<file path="config.mk">
export PLATFORM = sky130hd
export DESIGN_NAME = chirp_capture_sequencer_flat
export DESIGN_NICKNAME = d
export VERILOG_FILES = /design/src/rtl/chirp_seq_pkg.sv /design/src/rtl/chirp_capture_sequencer_if.sv /design/src/rtl/seq_interval_timer.sv /design/src/rtl/chirp_capture_sequencer.sv /design/src/flat_wrapper.sv
export SDC_FILE = /design/constraint.sdc
export NUM_CORES = 1
export LEC_CHECK = 0
export BUFFER_PORTS_ARGS = -buffer_cell sky130_fd_sc_hd__buf_4
export CAP_MARGIN = 40
export CORE_MARGIN = 1
export CORE_UTILIZATION = 39
export CTS_CLUSTER_SIZE = 10
export DETAILED_ROUTE_END_ITERATION = 16
export GPL_ROUTABILITY_DRIVEN = 0
export GPL_TIMING_DRIVEN = 0
export MAX_ROUTING_LAYER = met4
export PLACE_DENSITY_LB_ADDON = 0.12
export SETUP_SLACK_MARGIN = 0.3
export SYNTH_ARGS = -nofsm -noshare
export SYNTH_HDL_FRONTEND = slang
export SYNTH_SLANG_ARGS = --single-unit
</file>
<file path="constraint.sdc">
create_clock -name aclk -period 4.54 [get_ports aclk]
set_input_delay 0.908 -clock aclk [delete_from_list [all_inputs] [get_ports aclk]]
set_output_delay 0.908 -clock aclk [all_outputs]
set_load 0.02 [all_outputs]
</file>
<file path="src/rtl/chirp_seq_pkg.sv">
// Shared types and default sizes for the chirp capture sequencer.
package chirp_seq_pkg;

  localparam int CNT_W_DEFAULT       = 32;
  localparam int IDX_W_DEFAULT       = 16;
  localparam int TIMEOUT_CYC_DEFAULT = 65536;

  typedef enum logic [2:0] {
    IDLE,
    INIT,
    WAIT_READY,
    PRE,
    CHIRP,
    POST,
    GAP,
    DONE
  } seq_state_e;

endpackage

</file>
<file path="src/rtl/chirp_capture_sequencer_if.sv">
// DDS control/handshake bundle between the sequencer (master) and the chirp DDS (slave).
interface chirp_capture_sequencer_if;

  // chirp_init is a one-cycle request. The DDS answers with chirp_ready (a level,
  // sampled every cycle while waiting) and later chirp_done (a one-cycle pulse).
  // chirp_enable is held from pre-roll expiry until the cycle after chirp_done.
  logic chirp_init;
  logic chirp_enable;
  logic chirp_ready;
  logic chirp_done;
  logic chirp_active;

  modport master (
    output chirp_init,
    output chirp_enable,
    input  chirp_ready,
    input  chirp_done,
    input  chirp_active
  );

  modport slave (
    input  chirp_init,
    input  chirp_enable,
    output chirp_ready,
    output chirp_done,
    output chirp_active
  );

endinterface

</file>
<file path="src/rtl/seq_interval_timer.sv">
// Loadable saturating down-counter; a zero-length load still takes one cycle.
module seq_interval_timer #(
  parameter int W = 32
) (
  input  logic         aclk,
  input  logic         aresetn,
  input  logic         load,
  input  logic [W-1:0] len,
  output logic         expire
);

  logic [W-1:0] count;

  // A load of N gives N cycles before expire; a load of 0 behaves like 1.
  always_ff @(posedge aclk or negedge aresetn) begin
    if (!aresetn) begin
      count <= '0;
    end else if (load) begin
      count <= (len == '0) ? '0 : len - W'(1);
    end else if (count != '0) begin
      count <= count - W'(1);
    end
  end

  assign expire = (count == '0);

endmodule

</file>
<file path="src/rtl/chirp_capture_sequencer.sv">
// Chirp DDS / ADC capture pulse sequencer for the 245.76 MHz DDS/ADC domain.
// Optional WAIT_READY/CHIRP watchdog: define CHIRP_SEQ_TIMEOUT_EN.
module chirp_capture_sequencer
  import chirp_seq_pkg::*;
#(
  parameter int CNT_W       = CNT_W_DEFAULT,
  parameter int IDX_W       = IDX_W_DEFAULT,
  parameter int TIMEOUT_CYC = TIMEOUT_CYC_DEFAULT
) (
  input  logic                      aclk,
  input  logic                      aresetn,
  input  logic                      start,
  input  logic                      abort,
  input  logic [IDX_W-1:0]          num_chirps,
  input  logic [CNT_W-1:0]          prf_period,
  input  logic [CNT_W-1:0]          adc_pre_delay,
  input  logic [CNT_W-1:0]          adc_post_hold,
  chirp_capture_sequencer_if.master dds,
  output logic                      adc_enable,
  output logic                      busy,
  output logic [IDX_W-1:0]          chirp_index,
  output logic                      burst_done,
  output logic                      aborted,
  output logic                      prf_overrun,
  output logic                      err_timeout,
  output seq_state_e                state_dbg
);

  seq_state_e       state;
  logic             chirp_init_q;
  logic             chirp_enable_q;
  logic [IDX_W-1:0] num_q;
  logic [CNT_W-1:0] prf_q;
  logic [CNT_W-1:0] pre_q;
  logic [CNT_W-1:0] post_q;

  logic             active;
  logic             wd_trip;
  logic             stop_req;
  logic             pre_entry;
  logic             post_entry;
  logic             int_load;
  logic [CNT_W-1:0] int_len;
  logic             int_expire;
  logic             prf_expire;

  // chirp_active is reported by the DDS for status only and never gates the sequence.
  logic unused_active;
  assign unused_active = dds.chirp_active;

  assign active     = (state != IDLE) && (state != DONE);
  assign stop_req   = active && (abort || wd_trip);
  assign pre_entry  = (state == WAIT_READY) && dds.chirp_ready && !stop_req;
  assign post_entry = (state == CHIRP) && dds.chirp_done && !stop_req;
  assign int_load   = pre_entry || post_entry;
  assign int_len    = pre_entry ? pre_q : post_q;

`ifdef CHIRP_SEQ_TIMEOUT_EN
  logic [CNT_W-1:0] wd_cnt;
  logic             wd_window;

  assign wd_window = (state == WAIT_READY) || (state == CHIRP);

  // WAIT_READY and CHIRP are never adjacent, so clearing outside them restarts the count.
  always_ff @(posedge aclk or negedge aresetn) begin
    if (!aresetn) begin
      wd_cnt <= '0;
    end else if (wd_window) begin
      wd_cnt <= wd_cnt + CNT_W'(1);
    end else begin
      wd_cnt <= '0;
    end
  end

  assign wd_trip = wd_window && (wd_cnt == CNT_W'(TIMEOUT_CYC - 1));
`else
  logic [31:0] unused_timeout;
  assign unused_timeout = 32'(TIMEOUT_CYC);
  assign wd_trip        = 1'b0;
`endif

  // Shared by the PRE and POST windows; reloaded on entry to each.
  seq_interval_timer #(.W(CNT_W)) u_interval (
    .aclk    (aclk),
    .aresetn (aresetn),
    .load    (int_load),
    .len     (int_len),
    .expire  (int_expire)
  );

  // Pulse-repetition counter, started at each pre-roll.
  seq_interval_timer #(.W(CNT_W)) u_prf (
    .aclk    (aclk),
    .aresetn (aresetn),
    .load    (pre_entry),
    .len     (prf_q),
    .expire  (prf_expire)
  );

  always_ff @(posedge aclk or negedge aresetn) begin
    if (!aresetn) begin
      state          <= IDLE;
      chirp_init_q   <= 1'b0;
      chirp_enable_q <= 1'b0;
      adc_enable     <= 1'b0;
      burst_done     <= 1'b0;
      chirp_index    <= '0;
      aborted        <= 1'b0;
      prf_overrun    <= 1'b0;
      err_timeout    <= 1'b0;
      num_q          <= '0;
      prf_q          <= '0;
      pre_q          <= '0;
      post_q         <= '0;
    end else begin
      chirp_init_q <= 1'b0;
      burst_done   <= 1'b0;
      if (stop_req) begin
        state          <= DONE;
        chirp_enable_q <= 1'b0;
        adc_enable     <= 1'b0;
        burst_done     <= 1'b1;
        if (abort)   aborted     <= 1'b1;
        if (wd_trip) err_timeout <= 1'b1;
      end else begin
        case (state)
          IDLE: begin
            if (start && !abort) begin
              num_q        <= num_chirps;
              prf_q        <= prf_period;
              pre_q        <= adc_pre_delay;
              post_q       <= adc_post_hold;
              aborted      <= 1'b0;
              prf_overrun  <= 1'b0;
              err_timeout  <= 1'b0;
              chirp_index  <= '0;
              chirp_init_q <= 1'b1;
              state        <= INIT;
            end
          end
          INIT: state <= WAIT_READY;
          WAIT_READY: begin
            if (pre_entry) begin
              adc_enable <= 1'b1;
              state      <= PRE;
            end
          end
          PRE: begin
            if (int_expire) begin
              chirp_enable_q <= 1'b1;
              state          <= CHIRP;
            end
          end
          CHIRP: begin
            if (post_entry) begin
              chirp_enable_q <= 1'b0;
              // With no hold the window closes right after done, keeping fall = hold+1.
              adc_enable     <= (post_q != '0);
              state          <= POST;
            end
          end
          POST: begin
            if (int_expire) begin
              adc_enable <= 1'b0;
              if (prf_expire) prf_overrun <= 1'b1;
              state <= GAP;
            end
          end
          GAP: begin
            if (prf_expire) begin
              if ((num_q != '0) && (chirp_index == num_q - IDX_W'(1))) begin
                burst_done <= 1'b1;
                state      <= DONE;
              end else begin
                chirp_index  <= chirp_index + IDX_W'(1);
                chirp_init_q <= 1'b1;
                state        <= INIT;
              end
            end
          end
          DONE: begin
            chirp_index <= '0;
            state       <= IDLE;
          end
          default: state <= IDLE;
        endcase
      end
    end
  end

  assign dds.chirp_init   = chirp_init_q;
  assign dds.chirp_enable = chirp_enable_q;
  assign busy             = (state != IDLE);
  assign state_dbg        = state;

endmodule

</file>
<file path="src/flat_wrapper.sv">
// flat-port wrapper written by rule: the top's interface ports become plain ports
module chirp_capture_sequencer_flat import chirp_seq_pkg::*;
#(
  parameter int CNT_W       = CNT_W_DEFAULT,
  parameter int IDX_W       = IDX_W_DEFAULT,
  parameter int TIMEOUT_CYC = TIMEOUT_CYC_DEFAULT
)
  (aclk, aresetn, start, abort, num_chirps, prf_period, adc_pre_delay, adc_post_hold, adc_enable, busy, chirp_index, burst_done, aborted, prf_overrun, err_timeout, state_dbg, dds_chirp_init, dds_chirp_enable, dds_chirp_ready, dds_chirp_done, dds_chirp_active);
  chirp_capture_sequencer_if dds_i ();
  input  logic aclk;
  input  logic aresetn;
  input  logic start;
  input  logic abort;
  input  logic [IDX_W-1:0] num_chirps;
  input  logic [CNT_W-1:0] prf_period;
  input  logic [CNT_W-1:0] adc_pre_delay;
  input  logic [CNT_W-1:0] adc_post_hold;
  output logic adc_enable;
  output logic busy;
  output logic [IDX_W-1:0] chirp_index;
  output logic burst_done;
  output logic aborted;
  output logic prf_overrun;
  output logic err_timeout;
  output seq_state_e state_dbg;
  output wire logic [$bits(dds_i.chirp_init)-1:0] dds_chirp_init;
  output wire logic [$bits(dds_i.chirp_enable)-1:0] dds_chirp_enable;
  input wire logic [$bits(dds_i.chirp_ready)-1:0] dds_chirp_ready;
  input wire logic [$bits(dds_i.chirp_done)-1:0] dds_chirp_done;
  input wire logic [$bits(dds_i.chirp_active)-1:0] dds_chirp_active;
  assign dds_chirp_init = dds_i.chirp_init;
  assign dds_chirp_enable = dds_i.chirp_enable;
  assign dds_i.chirp_ready = dds_chirp_ready;
  assign dds_i.chirp_done = dds_chirp_done;
  assign dds_i.chirp_active = dds_chirp_active;
  chirp_capture_sequencer #(.CNT_W(CNT_W), .IDX_W(IDX_W), .TIMEOUT_CYC(TIMEOUT_CYC)) u_core (.aclk(aclk), .aresetn(aresetn), .start(start), .abort(abort), .num_chirps(num_chirps), .prf_period(prf_period), .adc_pre_delay(adc_pre_delay), .adc_post_hold(adc_post_hold), .dds(dds_i), .adc_enable(adc_enable), .busy(busy), .chirp_index(chirp_index), .burst_done(burst_done), .aborted(aborted), .prf_overrun(prf_overrun), .err_timeout(err_timeout), .state_dbg(state_dbg));
endmodule
</file>
# Word-level counts from Yosys, hierarchy flattened
# Index checks and enable logic that the tools add are counted.
classes:
  n_bitwise: 1
  add_sub_neg: 6
  eq_ne: 21
  muxes: 45
  n_reduce_logical: 36
ops:
  columns: ["cell", "count"]
  rows:
  - ["$mux W32", 7]
  - ["$logic_not A32 Y1", 4]
  - ["$sub A32 B1 Y32 const B", 4]
  - ["$reduce_bool A32 Y1", 3]
  - ["$mux W16", 3]
  - ["$pmux W16 S3", 1]
  - ["$mux W3", 8]
  - ["$pmux W3 S8", 1]
  - ["$mux W1", 21]
  - ["$ne A3 B1 Y1 const B", 6]
  - ["$add A16 B1 Y16 const B", 1]
  - ["$eq A16 B16 Y1", 1]
  - ["$reduce_bool A16 Y1", 1]
  - ["$sub A16 B1 Y16 const B", 1]
  - ["$eq A3 B3 Y1 const B", 4]
  - ["$reduce_and A5 Y1", 2]
  - ["$reduce_bool A2 Y1", 5]
  - ["$reduce_and A3 Y1", 3]
  - ["$reduce_bool A3 Y1", 3]
  - ["$logic_and A1 B1 Y1", 8]
  - ["$ne A2 B1 Y1 const B", 4]
  - ["$eq A3 B2 Y1 const B", 2]
  - ["$pmux W1 S2", 3]
  - ["$reduce_and A6 Y1", 1]
  - ["other kinds (10)", 12]
word_totals:
  register_bits: 201
  in_bits: 119
  out_inout_bits: 27

# Depth between registers and ports, before layout
depth:
  depth_word: 9
  ltp_mapped: 15
  depth_no_buf: 11

# Modules after synthesis
# Synthesis repeated with hierarchy kept, for this count alone.
hier_totals:
  hier_cells: 1203
  area_unflattened_um2: 12180.4
by_module_without_submodules:
  columns: ["module", "instances", "cells_each", "area_per_inst_um2"]
  rows:
  - ["chirp_capture_sequencer", 1, 570, 6869.1]
  - ["seq_interval_timer at u_core.u_interval", 1, 329, 2752.6]
  - ["seq_interval_timer at u_core.u_prf", 1, 304, 2558.7]

# Worst setup path after synthesis
# No wires, ideal clock.
synth_path:
  path_type: "input to register"
  startpoint: "input port abort"
  endpoint: "register u_core.u_interval.count[10]"
  arrival_ns: 3.694
  n_path_buf: 4
  slack_ns: 0.766
  required_time_ns: 4.460
  stages: 15
  path_cell_list: "clkbuf_1 -> or4b_1 -> nor2_1 -> buf_4 -> buf_4 -> buf_2 -> nand2_1 -> nand2_1 -> inv_1 -> ha_1 -> o221ai_1 -> nor2_1 -> xnor2_1 -> a211o_1 -> a21oi_1"
synth_between:
  elab_chain_cells: 7
  word_cells_on_any_way: 11
synth_lines:
  columns: ["item", "line_no", "source"]
  rows:
  - ["start: declaration", "flat_wrapper.sv:13", "input logic abort;"]
  - ["$logic_and A1 B1 Y1 (*)", "chirp_capture_sequencer.sv:52", "assign stop_req = active && (abort || wd_trip);"]
  - ["$logic_not A1 Y1 (*)", "chirp_capture_sequencer.sv:53, chirp_capture_sequencer.sv:54", null]
  - ["$logic_and A1 B1 Y1", "chirp_capture_sequencer.sv:53", "assign pre_entry = (state == WAIT_READY) && dds.chirp_ready && !stop_req;"]
  - ["$mux W32", "chirp_capture_sequencer.sv:56", "assign int_len = pre_entry ? pre_q : post_q;"]
  - ["$sub A32 B1 Y32 or $logic_not A32 Y1 (tied branches)", "seq_interval_timer.sv:19", "count <= (len == '0) ? '0 : len - W'(1);"]
  - ["$mux W32", "seq_interval_timer.sv:19", null]
  - ["$mux W32", "seq_interval_timer.sv:18", "end else if (load) begin"]
  - ["end signal: assignment", "seq_interval_timer.sv:19", null]
  - ["end signal: assignment", "seq_interval_timer.sv:21", "count <= count - W'(1);"]
  - ["end: declaration", "seq_interval_timer.sv:12", "logic [W-1:0] count;"]
# Every way passes the cells marked *; elsewhere a longest branch is shown, timed or not.
# A chain may end at the register's enable or synchronous reset.

# Worst setup path after layout
layout_path:
  startpoint: "register u_core.state[0] (netlist: u_core.state_dbg[0])"
  endpoint: "register u_core.u_interval.count[29]"
layout_between:
  elab_chain_cells: 9
  word_cells_on_any_way: 18
layout_lines:
  columns: ["item", "line_no", "source"]
  rows:
  - ["start: declaration", "chirp_capture_sequencer.sv:29", "seq_state_e state;"]
  - ["start signal: assignment", "chirp_capture_sequencer.sv:102", "state <= IDLE;"]
  - ["start signal: assignment", "chirp_capture_sequencer.sv:119", "state <= DONE;"]
  - ["start signal: assignment", "chirp_capture_sequencer.sv:138", "state <= INIT;"]
  - ["$ne A3 B3 Y1 or $reduce_bool A3 Y1 (tied branches)", "chirp_capture_sequencer.sv:51", "assign active = (state != IDLE) && (state != DONE);"]
  - ["$logic_and A1 B1 Y1", "chirp_capture_sequencer.sv:51", null]
  - ["$logic_and A1 B1 Y1", "chirp_capture_sequencer.sv:52", null]
  - ["$logic_not A1 Y1", "chirp_capture_sequencer.sv:53, chirp_capture_sequencer.sv:54", null]
  - ["$logic_and A1 B1 Y1", "chirp_capture_sequencer.sv:53", null]
  - ["$mux W32", "chirp_capture_sequencer.sv:56", null]
  - ["$sub A32 B1 Y32 or $logic_not A32 Y1 (tied branches)", "seq_interval_timer.sv:19", null]
  - ["$mux W32", "seq_interval_timer.sv:19", null]
  - ["$mux W32", "seq_interval_timer.sv:18", null]
# Parallel ways exist; a longest one is shown, timed or not.

==> flow_summary.yaml <==
route:
  routedWlPerCell_um: 18.2
  ant_nets: 0
  vias: 10800
  route.detailed.drc: 0
  avgViaCountPerCell: 5.40
  routed_wl_um: 36400
  dr.first_iter.drc_count: 838
  drtPass1Iterations: 5
sta:
  timing.slew.headroom_pct: 44.4
  report.final.slew_viol_count: 0
  worst_pin_slew_ns: 0.835
  final.min_clock_period_ns: 4.11
  fmax_mhz: 243
  fin_setup_tns_ns: 0
  whs_ns: 0.410
  timing_hold_violations_final: 0
  rsz0062_at_grt: "yes"
  finalCritPeriodShare_pct: 90.5
  setup_viol: 0
  worst_clock_skew_ns: 0.0161
  final.setup.worst_slack_ns: 0.433
critical_path:
  max_stage_delay_ns: 0.50
  r2r_cells: 13
  path_delay_family: "buffers and inverters"
  end_kind: "register"
  path_buf_inv: 5
  worst_path_max_delay_cell: "clkbuf_1"
  cp.required_ns: 4.91
  worstPathArrival_ns: 4.48
  worstSetupPathType: "register to register"
  path_max_fanout: 10
  reg2reg_from: "u_core.state_dbg[0]"
  reg2reg_setup_slack_ns: 0.43
  path_cells: "nor4b_4, buf_2, nand2_2, clkbuf_2, clkbuf_1, nand2_1, nand2_1, inv_1, ha_1, o211ai_1, o21ai_1, clkbuf_1, o22ai_1"
  worst_setup_path_start_kind: "register"
  r2r-end: "u_core.u_interval.count[29]"
synthesis:
  syn_area_per_cell_um2: 8.53
  synth_warnings: 0
  synth_compound_area_share_pct: 12.5
  yosysMostFrequentCell: "nand2_1"
  synth_nets: 1539
  syn_area_mm2: 0.0120
  netlist_top_cells_area: "dfrtp_1 42%, nand2_1 12%, xnor2_1 6.0%"
  netlist_instances: 1412
  synth.distinct_cells: 80
  synthAdderAreaFrac_pct: 0.832
  async_flop_share_pct: 100
  ys_seq_area_share_pct: 41.8
  ys_ff_latch: 201
  muxShareOfSynthArea_pct: 2.18
  synth_xor_xnor_area_share_pct: 9.68
  synth_commonest_cells: "394 x nand2_1, 201 x dfrtp_1, 106 x nor2_1"
  synth_top_cell_by_area: "dfrtp_1"
  synth_edf_count: 0
  netlist.area_leader.share_pct: 41.8
  synth_top_family_by_area: "simple AND/OR/NAND/NOR gates"
  synth-main-ff-cell: "dfrtp_1"
  synth_simple_gate_area_share_pct: 29.9
clocking:
  htree_levels: 1
  cts.sinks: 201
  clock_latency_ns: 0.53
  cts_setup_buffers: 0
  path_clk_slew_ns: 0.06
  cts-root-buf: "clkbuf_16"
  cts_buffer_depth: 3
  cts_tree: "built"
  cts-buffers-inserted: 26
  cts_hold_buf: 0
final_layout:
  diodes: 0
  drive_above_1_share_pct: 15.5
  final_cell_area_mm2: 0.0145
  area_growth_pct: 20.6
  final_util_pct: 48.3
  fill_cells: 2933
  multiInputGateArea_mm2: 0.00668
  nets: 1715
  regArea_mm2: 0.00503
floorplanning:
  die_area_mm2: 0.0316
  start_util_pct: 40.1
  die_h_um: 178
  rows: 63
  die_w_um: 178
  ioPinCount: 146
  coreArea_mm2: 0.0300
global_routing:
  grt_overflow_total: 0
  grt_max_degree: 108
  track_usage_pct: 24.4
  antenna_found_initial: 0
  grt_pass1_wl_um: 58500
  grt_pass1_vias: 10500
power_and_ir_drop:
  netSwitchingFraction_pct: 40.7
  pwr-share-comb_pct: 39.0
  vdd_drop_max_mv: 0.296
  power.net_switching_uw: 3540
  p_int_uw: 5170
  power.share.clock_pct: 22.6
  p_leak_uw: 0.00679
  pwr-share-seq_pct: 38.3
  pwr_density_cell_mw_per_mm2: 601
place:
  portBuffers: 143
  hpwl_um: 26900
  dpl_cell_area_mm2: 0.0137
  preCtsSetupSlack_ns: -0.549
min_path:
  hold_class: "input port to asynchronous set/reset pin"
status:
  status: "finished clean"
flow_run:
  cap_violations: 0
worst max path at each step:
stage          cells after the start                 from                     endpoint  slack, ns
6_report                          13  u_core.state_dbg[0]  u_core.u_interval.count[29]       0.43
3_3_place_gp                      15                abort  u_core.u_interval.count[24]      -0.56
3_5_place_dp                      14                abort  u_core.u_interval.count[16]      -0.55
2_1_floorplan                     15                abort  u_core.u_interval.count[10]       0.77
4_1_cts                           12  u_core.state_dbg[0]  u_core.u_interval.count[29]       0.34
5_1_grt                           13  u_core.state_dbg[0]  u_core.u_interval.count[16]       0.29
per-stage QoR:
step	std cells	total power [uW]
3_5_place_dp	1950	6690
5_1_grt	1993	9360
6_report	1993	8720
3_3_place_gp	1945	6600
2_1_floorplan	1412	5620
4_1_cts	1993	8710
per-layer routing:
layer  share of wire [%]  track usage (%)
met2                  42             35.3
met4                 1.9             5.52
met5                   0                -
met1                  50             35.9
met3                 6.3             3.36
power groups by stage:
stage	Combinational [uW]	Clock [uW]	Sequential, uW
5_1_grt	3810	2090	3460
6_report	3400	1970	3340
4_1_cts	3370	2020	3320
3_3_place_gp	3280	0	3320
3_5_place_dp	3340	0	3340
2_1_floorplan	2510	0	3120
final cells by class:
cell class / instances / share of cell area [%]
buffer: 72 / 2.19
clock buffer: 39 / 5.24
clock inverter: 4 / 0.310
inverter: 15 / 0.388
multi-input combinational: 1124 / 46.0
sequential: 201 / 34.7
tap: 390 / 3.36
timing repair buffer: 148 / 7.84
registers in the layout (all words and copies together) (netlist names), 3 cells and up:
signal                   count
u_core.chirp_index          16
u_core.num_q                16
u_core.post_q               32
u_core.pre_q                32
u_core.prf_q                32
u_core.state_dbg             3
u_core.u_interval.count     32
u_core.u_prf.count          32
cell families after synthesis:
kind of cell | count (synthesis)
AND/OR/NAND/NOR | 763
flip-flops | 201
AO/OA/AOI/OAI | 193
XOR/XNOR | 133
buffers and inverters | 87
multiplexers | 26
adder cells (fa/ha/maj) | 8
other | 1
layout by cell type (no fill, tap or decap), types with 19 or more instances in the layout:
master,instances
a21oi_1,19
nand3_1,27
clkbuf_1,53
nand2_1,393
a2bb2oi_1,24
nor2_1,104
o22ai_1,21
xnor2_1,83
clkbuf_16,27
nor3_1,60
xor2_1,50
dfrtp_1,201
or3_1,24
nor4_1,26
mux2i_1,24
o21ai_0,27
or4_1,21
buf_4,151
timing repair:
action                                  CTS  global route
hold endpoints to repair                  0             0
endpoints found under the setup margin   32            32
resized for setup                         8             4
Power figures use the tool's default switching activity.
